===== src/rtl/pool_window_gen.sv =====
// 2x2 stride-2 window generator for a max-pooling stage: buffers the even row,
// pairs it with the odd row and presents one registered window per 2x2 block.
module pool_window_gen #(
    parameter int DATA_WIDTH = 16,
    parameter int IMG_WIDTH  = 28,
    parameter int IMG_HEIGHT = 28
) (
    input  logic                  clk,
    input  logic                  reset,
    input  logic                  in_valid,
    input  logic [DATA_WIDTH-1:0] in_data,
    output logic [DATA_WIDTH-1:0] n1,
    output logic [DATA_WIDTH-1:0] n2,
    output logic [DATA_WIDTH-1:0] n3,
    output logic [DATA_WIDTH-1:0] n4,
    output logic                  out_valid,
    output logic                  frame_done
);

    localparam int CW = (IMG_WIDTH  > 1) ? $clog2(IMG_WIDTH)  : 1;
    localparam int RW = (IMG_HEIGHT > 1) ? $clog2(IMG_HEIGHT) : 1;
    localparam logic [CW-1:0] COL_LAST = CW'(IMG_WIDTH - 1);
    localparam logic [RW-1:0] ROW_LAST = RW'(IMG_HEIGHT - 1);

    logic [CW-1:0]         col_q, col_d;
    logic [RW-1:0]         row_q, row_d;
    logic [DATA_WIDTH-1:0] hold_q;
    logic [DATA_WIDTH-1:0] n1_q, n2_q, n3_q, n4_q;
    logic                  out_valid_q, frame_done_q;
    logic [DATA_WIDTH-1:0] line_q [IMG_WIDTH];

    logic                  accept;
    logic                  win_d;
    logic                  last_d;
    logic [CW-1:0]         col_left;

    assign accept   = in_valid && !reset;
    assign col_left = col_q - CW'(1);

    always_comb begin
        col_d  = col_q;
        row_d  = row_q;
        win_d  = accept && row_q[0] && col_q[0];
        last_d = (row_q == ROW_LAST) && (col_q == COL_LAST);
        if (accept) begin
            if (col_q == COL_LAST) begin
                col_d = '0;
                row_d = (row_q == ROW_LAST) ? '0 : row_q + RW'(1);
            end else begin
                col_d = col_q + CW'(1);
            end
        end
    end

    always_ff @(posedge clk) begin
        if (reset) begin
            col_q        <= '0;
            row_q        <= '0;
            hold_q       <= '0;
            n1_q         <= '0;
            n2_q         <= '0;
            n3_q         <= '0;
            n4_q         <= '0;
            out_valid_q  <= 1'b0;
            frame_done_q <= 1'b0;
        end else begin
            col_q        <= col_d;
            row_q        <= row_d;
            out_valid_q  <= win_d;
            frame_done_q <= win_d && last_d;
            if (accept && row_q[0] && !col_q[0]) begin
                hold_q <= in_data;
            end
            if (win_d) begin
                n1_q <= line_q[col_left];
                n2_q <= line_q[col_q];
                n3_q <= hold_q;
                n4_q <= in_data;
            end
        end
    end

    // Line buffer holds only the even row; contents are don't-care after reset.
    always_ff @(posedge clk) begin
        if (accept && !row_q[0]) begin
            line_q[col_q] <= in_data;
        end
    end

    assign n1         = n1_q;
    assign n2         = n2_q;
    assign n3         = n3_q;
    assign n4         = n4_q;
    assign out_valid  = out_valid_q;
    assign frame_done = frame_done_q;

endmodule

===== config.mk =====
export PLATFORM = sky130hd
export DESIGN_NAME = pool_window_gen
export DESIGN_NICKNAME = d
export VERILOG_FILES = /design/src/rtl/pool_window_gen.sv
export SDC_FILE = /design/constraint.sdc
export NUM_CORES = 1
export LEC_CHECK = 0
export ABC_AREA = 1
export CAP_MARGIN = 15
export CORE_ASPECT_RATIO = 0.5
export CORE_MARGIN = 1.5
export CORE_UTILIZATION = 42
export DETAILED_ROUTE_END_ITERATION = 8
export SYNTH_ARGS = -nofsm -noshare
export SYNTH_HDL_FRONTEND = slang
export SYNTH_SLANG_ARGS = --single-unit

===== constraint.sdc =====
create_clock -name clk -period 3.98 [get_ports clk]
set_clock_uncertainty 0.1 [all_clocks]
set_input_delay 0.597 -clock clk [delete_from_list [all_inputs] [get_ports clk]]
set_output_delay 0.597 -clock clk [all_outputs]
set_load 0.02 [all_outputs]

==> metrics list <==
* Setup_tns: 0 ps
* Via count of the first global-routing pass: 19.7k
* Clock tree root driver cell: sky130_fd_sc_hd__clkbuf_16
- In this run the tool buffered the top-level ports with 84 buffer cells.
- Placement-stage cell area: 0.0280 sq mm
- Critical setup path kind: register to register
* Total of max-cap violations: 0
- The detail route stage leaves a number of antenna-violating nets equal to 0.
- Leakage: 11.8 nW
* Post-synth cell types: 30
- From synthesis to final layout, the design area changed by 12.5%.
- Post-route DRC violation count: 0
* Synthesized instance count: 3045
* Number of standard-cell rows in the floorplan: 64
- The worst register-to-register path ends at n2[11]$_SDFFE_PP0P_.
- Setup repair after global routing left no endpoint under its margin.
- For this block, the via count after detailed routing is 21.5k.
- Average vias per placed instance: 5.49
- Pin placement for this block handled 85 I/O pins.
* Pin slew with the least headroom to its limit: 1200 ps
* Sinks on the clock net: 540
- Maximum number of pins on one net before global-route repair: 232
* Worst hold path type: register to register
- Primary FF master, synth: sky130_fd_sc_hd__edfxtp_1
* Synth warn: 0
* Buffer levels on the longest clock path: 3
- DR iter-0 viols: 2598
- Fraction of the yosys area taken by sequential cells: 58.1%
* Wire per inst: 20.9 microns
* Most numerous cell types in the synthesized netlist: sky130_fd_sc_hd__nand2_1, sky130_fd_sc_hd__edfxtp_1, sky130_fd_sc_hd__nand3_1, sky130_fd_sc_hd__inv_1, sky130_fd_sc_hd__nor2_1
* Total global routing overflow: 0
- Number of antenna violations at the first check in global routing: 1
* Run status: finished clean
- Overall power consumption after layout is estimated at 12.7 mW.
- Achievable clock frequency: 313 MHz
- The final layout contains routed wiring with a total length of 82000 microns.
- Number of buffers inserted by post-CTS setup repair: 0
- Starting Density: 42.8%
- Counting flops with a built-in enable in the synthesized netlist gives 448.
* DR pass1 iterations: 6
* Final-stage net count: 3078
- The first global-routing pass estimated 122000 microns of wire.
- Synth top area cells: sky130_fd_sc_hd__edfxtp_1, sky130_fd_sc_hd__nand2_1, sky130_fd_sc_hd__nand3_1
- Final HPWL DP: 50200 microns
- The mapped netlist covers 0.0263 sq mm.
- TritonCTS built the clock tree.
- The max-slew violation count is 0.
- The core region is 0.0616 sq mm.
* End of the critical path: n2[11]$_SDFFE_PP0P_
* Power per Cell Area: 429 mW/mm^2
* Tcrit/Tclk final: 80.3%
- For this run, asynchronously set or reset flops after synthesis account for 0%.
* Global placer's final weighted congestion: 0.851
* Number of flip-flops and latches in the synthesized netlist: 540
- CP arrival: 3620 ps
* Insertion delay of the later-clocked pin in the worst-skew pair: 590 ps
- The worst hold path passes through 2 cells.
- Worst r2r src: col_q[2]$_SDFFE_PP0N_
- Final hold vios: 0
- GRT Total Usage: 25.2%
- In this run the worst path has a maximum fanout of 18.
- The die is 357 microns wide.
- Die area: 0.0643 sq mm
* Antenna cells: 0
* Post-cts repair resize count: 0
- Clock-pin slew was measured on the worst setup and hold paths at 60 ps.
* Kind of capture point of the worst setup path: register
- Flop-to-flop setup slack: 780 ps
* Cell taking the most area after synthesis: sky130_fd_sc_hd__edfxtp_1
- The synthesized design devotes to its leading area cell type 51.1% of total area.
- Maximum vdd ir drop: 0.000299 V
- Y dimension of the die: 180 microns
* Avg Inst Size Synth: 8.65 sq um
* Number of CTS-inserted buffers: 52
- Among all cell types in the netlist, the one instantiated most often is sky130_fd_sc_hd__nand2_1.
- For the finished layout, the period the worst path requires is 3200 ps.
- The H-tree was split into 2 levels.
* Startpoint type of the worst setup path: register
- Cells with a size suffix above 1 make up 6.55% of the layout.
- Headroom to the max-slew limit came out at 19.8%.
* Required @ worst endpoint: 4410 ps
- Number of buffers inserted for hold repair after clock tree synthesis: 0
- The number of nets handed over by synthesis was 3069.
* Worst setup startpoint: col_q[2]$_SDFFE_PP0N_
- Final number of setup-violating endpoints: 0
- Final Cell Area: 0.0296 sq mm
- Worst r2r path cells: 9
## routing by layer
metal	vias to the layer above	share of wire [%]	GRT usage [%]
met1	10291	44	36.7
li1	10184	-	-
met5	-	0	0
met2	952	45	39.4
met4	0	2.1	5.73
met3	103	9.4	3.95
## critical path, stage by stage, from the launching register on
cell,delay (ps)
sky130_fd_sc_hd__dfxtp_1,700
sky130_fd_sc_hd__inv_2,160
sky130_fd_sc_hd__nor2_2,320
sky130_fd_sc_hd__buf_4,370
sky130_fd_sc_hd__nand2_1,230
sky130_fd_sc_hd__inv_1,590
sky130_fd_sc_hd__nand2_1,200
sky130_fd_sc_hd__nand2_1,120
sky130_fd_sc_hd__a21oi_1,120
sky130_fd_sc_hd__a21oi_1,220
## through the flow
step	setup WS, ps	cells	utilization, %	hold slack, ps
global route	682	3922	48.1	403
CTS	860	3922	48.1	371
floorplan	1380	3045	-	335
detailed placement	725	3825	45.5	361
finish	783	3922	48.1	371
global placement	763	3825	45.5	346
## how the worst min path moves through the flow
stage	start	to	slack [ps]
after floorplan	row_q[4]$_SDFFE_PP0P_	row_q[4]$_SDFFE_PP0P_	340
after global placement	row_q[4]$_SDFFE_PP0P_	row_q[4]$_SDFFE_PP0P_	350
after detailed placement	row_q[4]$_SDFFE_PP0P_	row_q[4]$_SDFFE_PP0P_	360
after CTS	row_q[4]$_SDFFE_PP0P_	row_q[4]$_SDFFE_PP0P_	370
after global routing	row_q[4]$_SDFFE_PP0P_	row_q[4]$_SDFFE_PP0P_	400
final	row_q[4]$_SDFFE_PP0P_	row_q[4]$_SDFFE_PP0P_	370
## sequential cells by signal, summed over array words and instances, names as in the netlist
name / flops
n1: 16
n3: 16
col_q: 5
n2: 16
hold_q: 16
out_valid: 1
row_q: 5
frame_done: 1
line_q: 448
n4: 16
## cell families (layout without fill, tap and decap cells)
kind of cell	count (synthesis)	count (layout)	share of synthesized area [%]
flip-flops	540	540	58.1
buffers and inverters	495	547	7.73
XOR/XNOR	3	3	0.128
adder cells (fa/ha/maj)	5	5	0.238
AO/OA/AOI/OAI	474	474	10.1
AND/OR/NAND/NOR	1528	1528	23.8
## placed cells by master, fill, tap and decap left out, types with 9 or more instances in the layout
cell type	netlist	layout
sky130_fd_sc_hd__nand2_1	880	880
sky130_fd_sc_hd__edfxtp_1	448	448
sky130_fd_sc_hd__nand3_1	372	372
sky130_fd_sc_hd__inv_1	279	278
sky130_fd_sc_hd__o21ai_0	249	249
sky130_fd_sc_hd__nor2_1	260	232
sky130_fd_sc_hd__o211ai_1	109	109
sky130_fd_sc_hd__a21oi_1	108	108
sky130_fd_sc_hd__dfxtp_1	92	90
sky130_fd_sc_hd__clkdlybuf4s50_1	0	75
sky130_fd_sc_hd__buf_4	8	70
sky130_fd_sc_hd__clkbuf_16	0	54
sky130_fd_sc_hd__nor2_2	2	30
sky130_fd_sc_hd__clkbuf_1	77	28
sky130_fd_sc_hd__buf_2	111	9
## report_power, final
part / total [mW] / internal, mW / switching (mW)
logic: 1.76 / 0.467 / 1.30
registers: 6.14 / 6.13 / 0.0109
clock network: 4.82 / 2.65 / 2.17
total: 12.7 / 9.24 / 3.48
## cell type report
type | count | area (sq um)
Multi-Input combinational cell | 2010 | 9130
Inverter | 289 | 1100
Clock inverter | 8 | 50.0
Timing Repair Buffer | 161 | 1460
Fill cell | 5669 | 32000
Clock buffer | 89 | 1550
Sequential cell | 540 | 15300
Tap cell | 825 | 1030
Note: power is estimated with default switching activity, not from simulation.
